==> config.mk <==
export PLATFORM = sky130hd
export DESIGN_NAME = rx_phase_sync
export DESIGN_NICKNAME = d
export VERILOG_FILES = /design/src/rtl/rx_phase_sync.sv
export SDC_FILE = /design/constraint.sdc
export NUM_CORES = 1
export LEC_CHECK = 0
export BUFFER_PORTS_ARGS = -buffer_cell sky130_fd_sc_hd__buf_2
export CAP_MARGIN = 20
export CORE_UTILIZATION = 50
export CTS_BUF_LIST = sky130_fd_sc_hd__clkbuf_2 sky130_fd_sc_hd__clkbuf_4 sky130_fd_sc_hd__clkbuf_8
export DETAILED_ROUTE_END_ITERATION = 10
export GPL_TIMING_DRIVEN = 1
export PLACE_DENSITY = 0.66
export SLEW_MARGIN = 20
export SYNTH_ARGS = -nofsm -noshare
export SYNTH_HDL_FRONTEND = slang
export SYNTH_SLANG_ARGS = --single-unit
==> constraint.sdc <==
create_clock -name clock -period 8.97 [get_ports clock]
set_input_delay 0.897 -clock clock [delete_from_list [all_inputs] [get_ports clock]]
set_output_delay 0.897 -clock clock [all_outputs]
set_load 0.03 [all_outputs]
==> src/rtl/rx_phase_sync.sv <==
// Symbol-timing recovery: picks the OS=4 sampling phase with the largest |sample| energy over a
// 2^WIN_LOG2-symbol window and slices bits on that phase. Optional manual override: RX_PHASE_SYNC_MANUAL_EN.
//
// state  | meaning
// IDLE   | receiver disabled or just reset; nothing accumulated
// ACCUM  | adding |i_data| into the energy bin of the current phase
// DECIDE | one cycle: latch the winning phase, clear bins and symbol count
module rx_phase_sync #(
    parameter int NB_INPUT = 8,
    parameter int OS       = 4,
    parameter int WIN_LOG2 = 10,
    parameter int NB_ACC   = 20
) (
    input  logic                clock,
    input  logic                i_reset,
    input  logic [NB_INPUT-1:0] i_data,
    input  logic                i_valid,
    input  logic                i_enable,
`ifdef RX_PHASE_SYNC_MANUAL_EN
    input  logic                i_manual,
    input  logic [1:0]          i_phase_sel,
`endif
    output logic                o_bit,
    output logic                o_valid,
    output logic [1:0]          o_phase,
    output logic                o_locked
);

    localparam int              NB_MAG     = NB_INPUT - 1;
    localparam int              NB_SUM     = NB_ACC + 1;
    localparam logic [1:0]      LAST_PHASE = 2'(OS - 1);
    localparam logic [WIN_LOG2-1:0] SYM_LAST = '1;

    typedef enum logic [1:0] {
        IDLE   = 2'd0,
        ACCUM  = 2'd1,
        DECIDE = 2'd2
    } state_t;

    state_t                state_q, state_d;
    logic [1:0]            phase_q, cur_phase;
    logic [WIN_LOG2-1:0]   sym_cnt;
    logic [NB_ACC-1:0]     acc [0:3];
    logic                  acc_en, acc_clr, do_decide;
    logic [NB_INPUT-1:0]   data_neg;
    logic [NB_MAG-1:0]     mag;
    logic [NB_SUM-1:0]     acc_sum;
    logic [NB_ACC-1:0]     acc_next;
    logic [1:0]            best_idx;
    logic [NB_ACC-1:0]     best_val;
    logic                  manual_on;
    logic [1:0]            manual_phase;
    logic                  slice_now;

`ifdef RX_PHASE_SYNC_MANUAL_EN
    assign manual_on    = i_manual;
    assign manual_phase = i_phase_sel;
`else
    assign manual_on    = 1'b0;
    assign manual_phase = 2'd0;
`endif

    assign cur_phase = i_valid ? 2'd0 : ((phase_q == LAST_PHASE) ? 2'd0 : phase_q + 2'd1);
    assign slice_now = i_enable && (cur_phase == o_phase);

    // |most-negative| has no positive twin, so it clips to the largest magnitude.
    assign data_neg = ~i_data + NB_INPUT'(1);
    always_comb begin
        mag = i_data[NB_MAG-1:0];
        if (i_data[NB_INPUT-1]) begin
            if (data_neg[NB_INPUT-1]) mag = '1;
            else                      mag = data_neg[NB_MAG-1:0];
        end
    end

    assign acc_sum  = {1'b0, acc[cur_phase]} + NB_SUM'(mag);
    assign acc_next = acc_sum[NB_ACC] ? '1 : acc_sum[NB_ACC-1:0];

    always_comb begin
        best_idx = 2'd0;
        best_val = acc[0];
        for (int i = 1; i < 4; i++) begin
            if (acc[i] > best_val) begin
                best_val = acc[i];
                best_idx = 2'(i);
            end
        end
    end

    always_ff @(posedge clock or posedge i_reset) begin
        if (i_reset) state_q <= IDLE;
        else         state_q <= state_d;
    end

    always_comb begin
        state_d   = state_q;
        acc_en    = 1'b0;
        acc_clr   = 1'b0;
        do_decide = 1'b0;
        if (!i_enable) begin
            state_d = IDLE;
            acc_clr = 1'b1;
        end else begin
            case (state_q)
                IDLE:   state_d = ACCUM;
                ACCUM: begin
                    acc_en = 1'b1;
                    if (i_valid && (sym_cnt == SYM_LAST)) state_d = DECIDE;
                end
                DECIDE: begin
                    do_decide = 1'b1;
                    acc_clr   = 1'b1;
                    state_d   = ACCUM;
                end
                default: state_d = IDLE;
            endcase
        end
    end

    always_ff @(posedge clock or posedge i_reset) begin
        if (i_reset) begin
            phase_q <= 2'd0;
            sym_cnt <= '0;
            for (int i = 0; i < 4; i++) acc[i] <= '0;
        end else begin
            phase_q <= cur_phase;
            if (acc_clr) begin
                sym_cnt <= '0;
                for (int i = 0; i < 4; i++) acc[i] <= '0;
            end else if (acc_en) begin
                acc[cur_phase] <= acc_next;
                if (i_valid) sym_cnt <= sym_cnt + 1'b1;
            end
        end
    end

    // The slicer compares against the phase held during DECIDE; the new phase applies from the next cycle.
    always_ff @(posedge clock or posedge i_reset) begin
        if (i_reset) begin
            o_bit    <= 1'b0;
            o_valid  <= 1'b0;
            o_phase  <= 2'd0;
            o_locked <= 1'b0;
        end else begin
            o_valid <= slice_now;
            if (slice_now) o_bit <= i_data[NB_INPUT-1];

            if (manual_on)      o_phase <= manual_phase;
            else if (do_decide) o_phase <= best_idx;

            if (manual_on)      o_locked <= 1'b1;
            else if (!i_enable) o_locked <= 1'b0;
            else if (do_decide) o_locked <= 1'b1;
        end
    end

endmodule
==> results.toml <==
[run_status]
status = "finished, final reports clean"

[timing]
hold_viol = 0
setup_viol_count_final = 0
whs_ns = 0.481
final.setup.worst_slack_ns = 1.67
worst_pin_slew_ns = 1.09
fin_setup_tns_ns = 0
finalMaxSlewViolations = 0
rsz0062_at_grt = "false"
fin_crit_sh_pct = 81.4
fmax_mhz = 137
fin_crit_ns = 7.30
slew-limit-headroom_pct = 27.3
clock-skew-final_ns = 0.0137

[global_routing]
grt_pass1_vias = 6664
grt_pass1_wl_um = 37500
grt_max_degree = 54
overflow = 0
antenna_found_initial = 0
grtUsageTotal_pct = 31.4

[placement]
gp_congestion = 0.954
detailedPlace.worstSlack_ns = 2.01
hpwl_um = 17400
dpl_cell_area_um2 = 7740
port_buffers = 16

[logic_synthesis]
synth_fa_ha_area_share_pct = 12.0
synth-compound-area-share_pct = 20.6
syn_area_um2 = 7490
synth_cell_type_count = 68
yosys.area_share.simple_pct = 20.1
ys_async_sr_fraction_pct = 100
synth_flop_cell = "dfrtp_1"
synth_warnings = 0
syn_inst = 852
avgSynthCellArea_um2 = 8.79
seq_area_frac_synth_pct = 33.1
synth-xor-area-share_pct = 2.34
synth_mux_area_share_pct = 7.34
synth_edf_count = 0
synth_top_family_by_area = "compound AO/OA/AOI/OAI gates"
ys_seq_elements = 99
synth_nets = 935

[worst_hold_path]
hold_path_depth = 1
min_path_type = "register to register"

[die]
rows = 44
start_util_pct = 51.3
io_pins = 17
core_um2 = 14600
die_w_um = 124
die_area_um2 = 15500
die_y_um = 124

[routing]
antenna_left = 0
wl_um = 23800
dr_total_vias = 6805
drt_first_pass_iters = 5
drt_iter0_drc = 672
viasPerCell = 6.56
drc_errors = 0
wl_per_cell_um = 22.9

[clocking]
clk_latency_ns = 0.40
clk_path_buf_depth = 2
cts_resized = 0
clk_pin_slew_worst_paths_ns = 0.10
numCtsBuffers = 9
h-tree-depth = 3
ctsRootBufferMaster = "clkbuf_8"
cts_tree = "built"
hold_buffers = 0
post_cts_buffers = 0
cts.sinks = 99

[setup_path]
r2r_cells = 24
worstSetupPathType = "register to register"
path_delay_family = "compound AO/OA/AOI/OAI gates"
critPathMaxStageDelay_ns = 0.64
arrival_ns = 7.55
cp.depth = 24
path_buf_inv = 3
required_ns = 9.22
path_cells = "inv_1, ha_1, a21oi_1, nor2_1, a211oi_1, o21a_1, a32o_1, buf_4, mux2i_1, ha_1, nand3_1, nor3_1, nand4_1, a21oi_1, o32a_1, inv_1, mux2_2, ha_1, nand4_1, nor3_1, nand2_1, or4_1, o21ai_0, a21oi_1"
startpoint_type = "register"
crit_slowest_cell = "inv_1"
worstPathMaxFanout = 21
cp-end-kind = "register"

[power_and_ir_drop]
irDropWorstVdd_mv = 0.115
cellPowerDensity_nw_per_um2 = 217
leakagePower_nw = 3.77

[final_layout]
drive_gt1_share_pct = 8.20
mostFrequentLayoutCells = "99 x dfrtp_1, 89 x nand2_1, 70 x ha_1"
area_delta_synth_final_pct = 6.17
fin_area_um2 = 7950
finalNetCount = 932
final_common_cell = "dfrtp_1"
antennaDiodeCount = 0

[run]
drv_cap = 0
==> final cells by class <==
| type | count | area, µm² |
|---|---|---|
| fill | 1353 | 6640 |
| tap | 184 | 230 |
| clock buffer | 11 | 139 |
| clock inverter | 5 | 61.3 |
| timing repair buffer | 29 | 178 |
| sequential | 99 | 2480 |
| multi-input combinational | 671 | 4710 |
| inverter | 39 | 149 |
==> synthesized netlist by cell type, types with 30 or more instances <==
library cell | instances | area [µm²]
nor2b_1 | 34 | 213
ha_1 | 70 | 876
inv_1 | 38 | 143
a21oi_1 | 43 | 215
mux2i_1 | 47 | 470
nand2_1 | 89 | 334
dfrtp_1 | 99 | 2480
nor2_1 | 63 | 236
clkbuf_1 | 30 | 113
nand3_1 | 41 | 205
a22o_1 | 36 | 315
==> per-layer routing <==
layer  routed length [µm]  GRT usage, %
met4                 1030          15.7
met2                10400          47.1
met3                 1790          6.06
met5                    0             0
met1                10600          43.0
==> per-stage QoR <==
stage	cells	util, %	total power (W)
2_1_floorplan	852	-	0.00115
3_3_place_gp	1022	53.1	0.00137
3_5_place_dp	1022	53.1	0.00140
4_1_cts	1038	54.4	0.00171
5_1_grt	1038	54.5	0.00183
6_report	1038	54.5	0.00173
==> logic make-up (layout without fill, tap and decap cells) <==
logic type / Yosys count / after routing
muxes: 54 / 54
DFF: 99 / 99
adders and majority gates: 71 / 71
and+or+nand+nor: 303 / 303
xor gates and xnor gates: 20 / 20
buffers and inverters: 82 / 84
AOI/OAI and AO/OA: 223 / 223
==> path summary, 6_finish.rpt <==
check / startpoint / endpoint / slack (ns)
worst max-delay path: acc[73] / o_phase[1] / 1.67
worst min-delay path: state_q[0] / state_q[0] / 0.48
worst max register to register: acc[73] / o_phase[1] / 1.67
worst min register to register: state_q[0] / state_q[0] / 0.48
max in group asynchronous: i_reset / acc[72] / 7.30
min in group asynchronous: i_reset / acc[0] / 0.56
==> state kept, by name (all words and copies together), names as in the netlist <==
name	cells
acc	80
sym_cnt	10
o_phase	2
phase_q	2
state_q	2
o_bit	1
o_locked	1
o_valid	1
==> power breakdown <==
group / leakage (nW) / switching, W / internal, W
combinational: 2.30 / 0.000569 / 0.000360
sequential: 1.37 / 0.0000215 / 0.000465
clock: 0.105 / 0.000173 / 0.000138
Note: power is estimated with default switching activity, not from simulation.
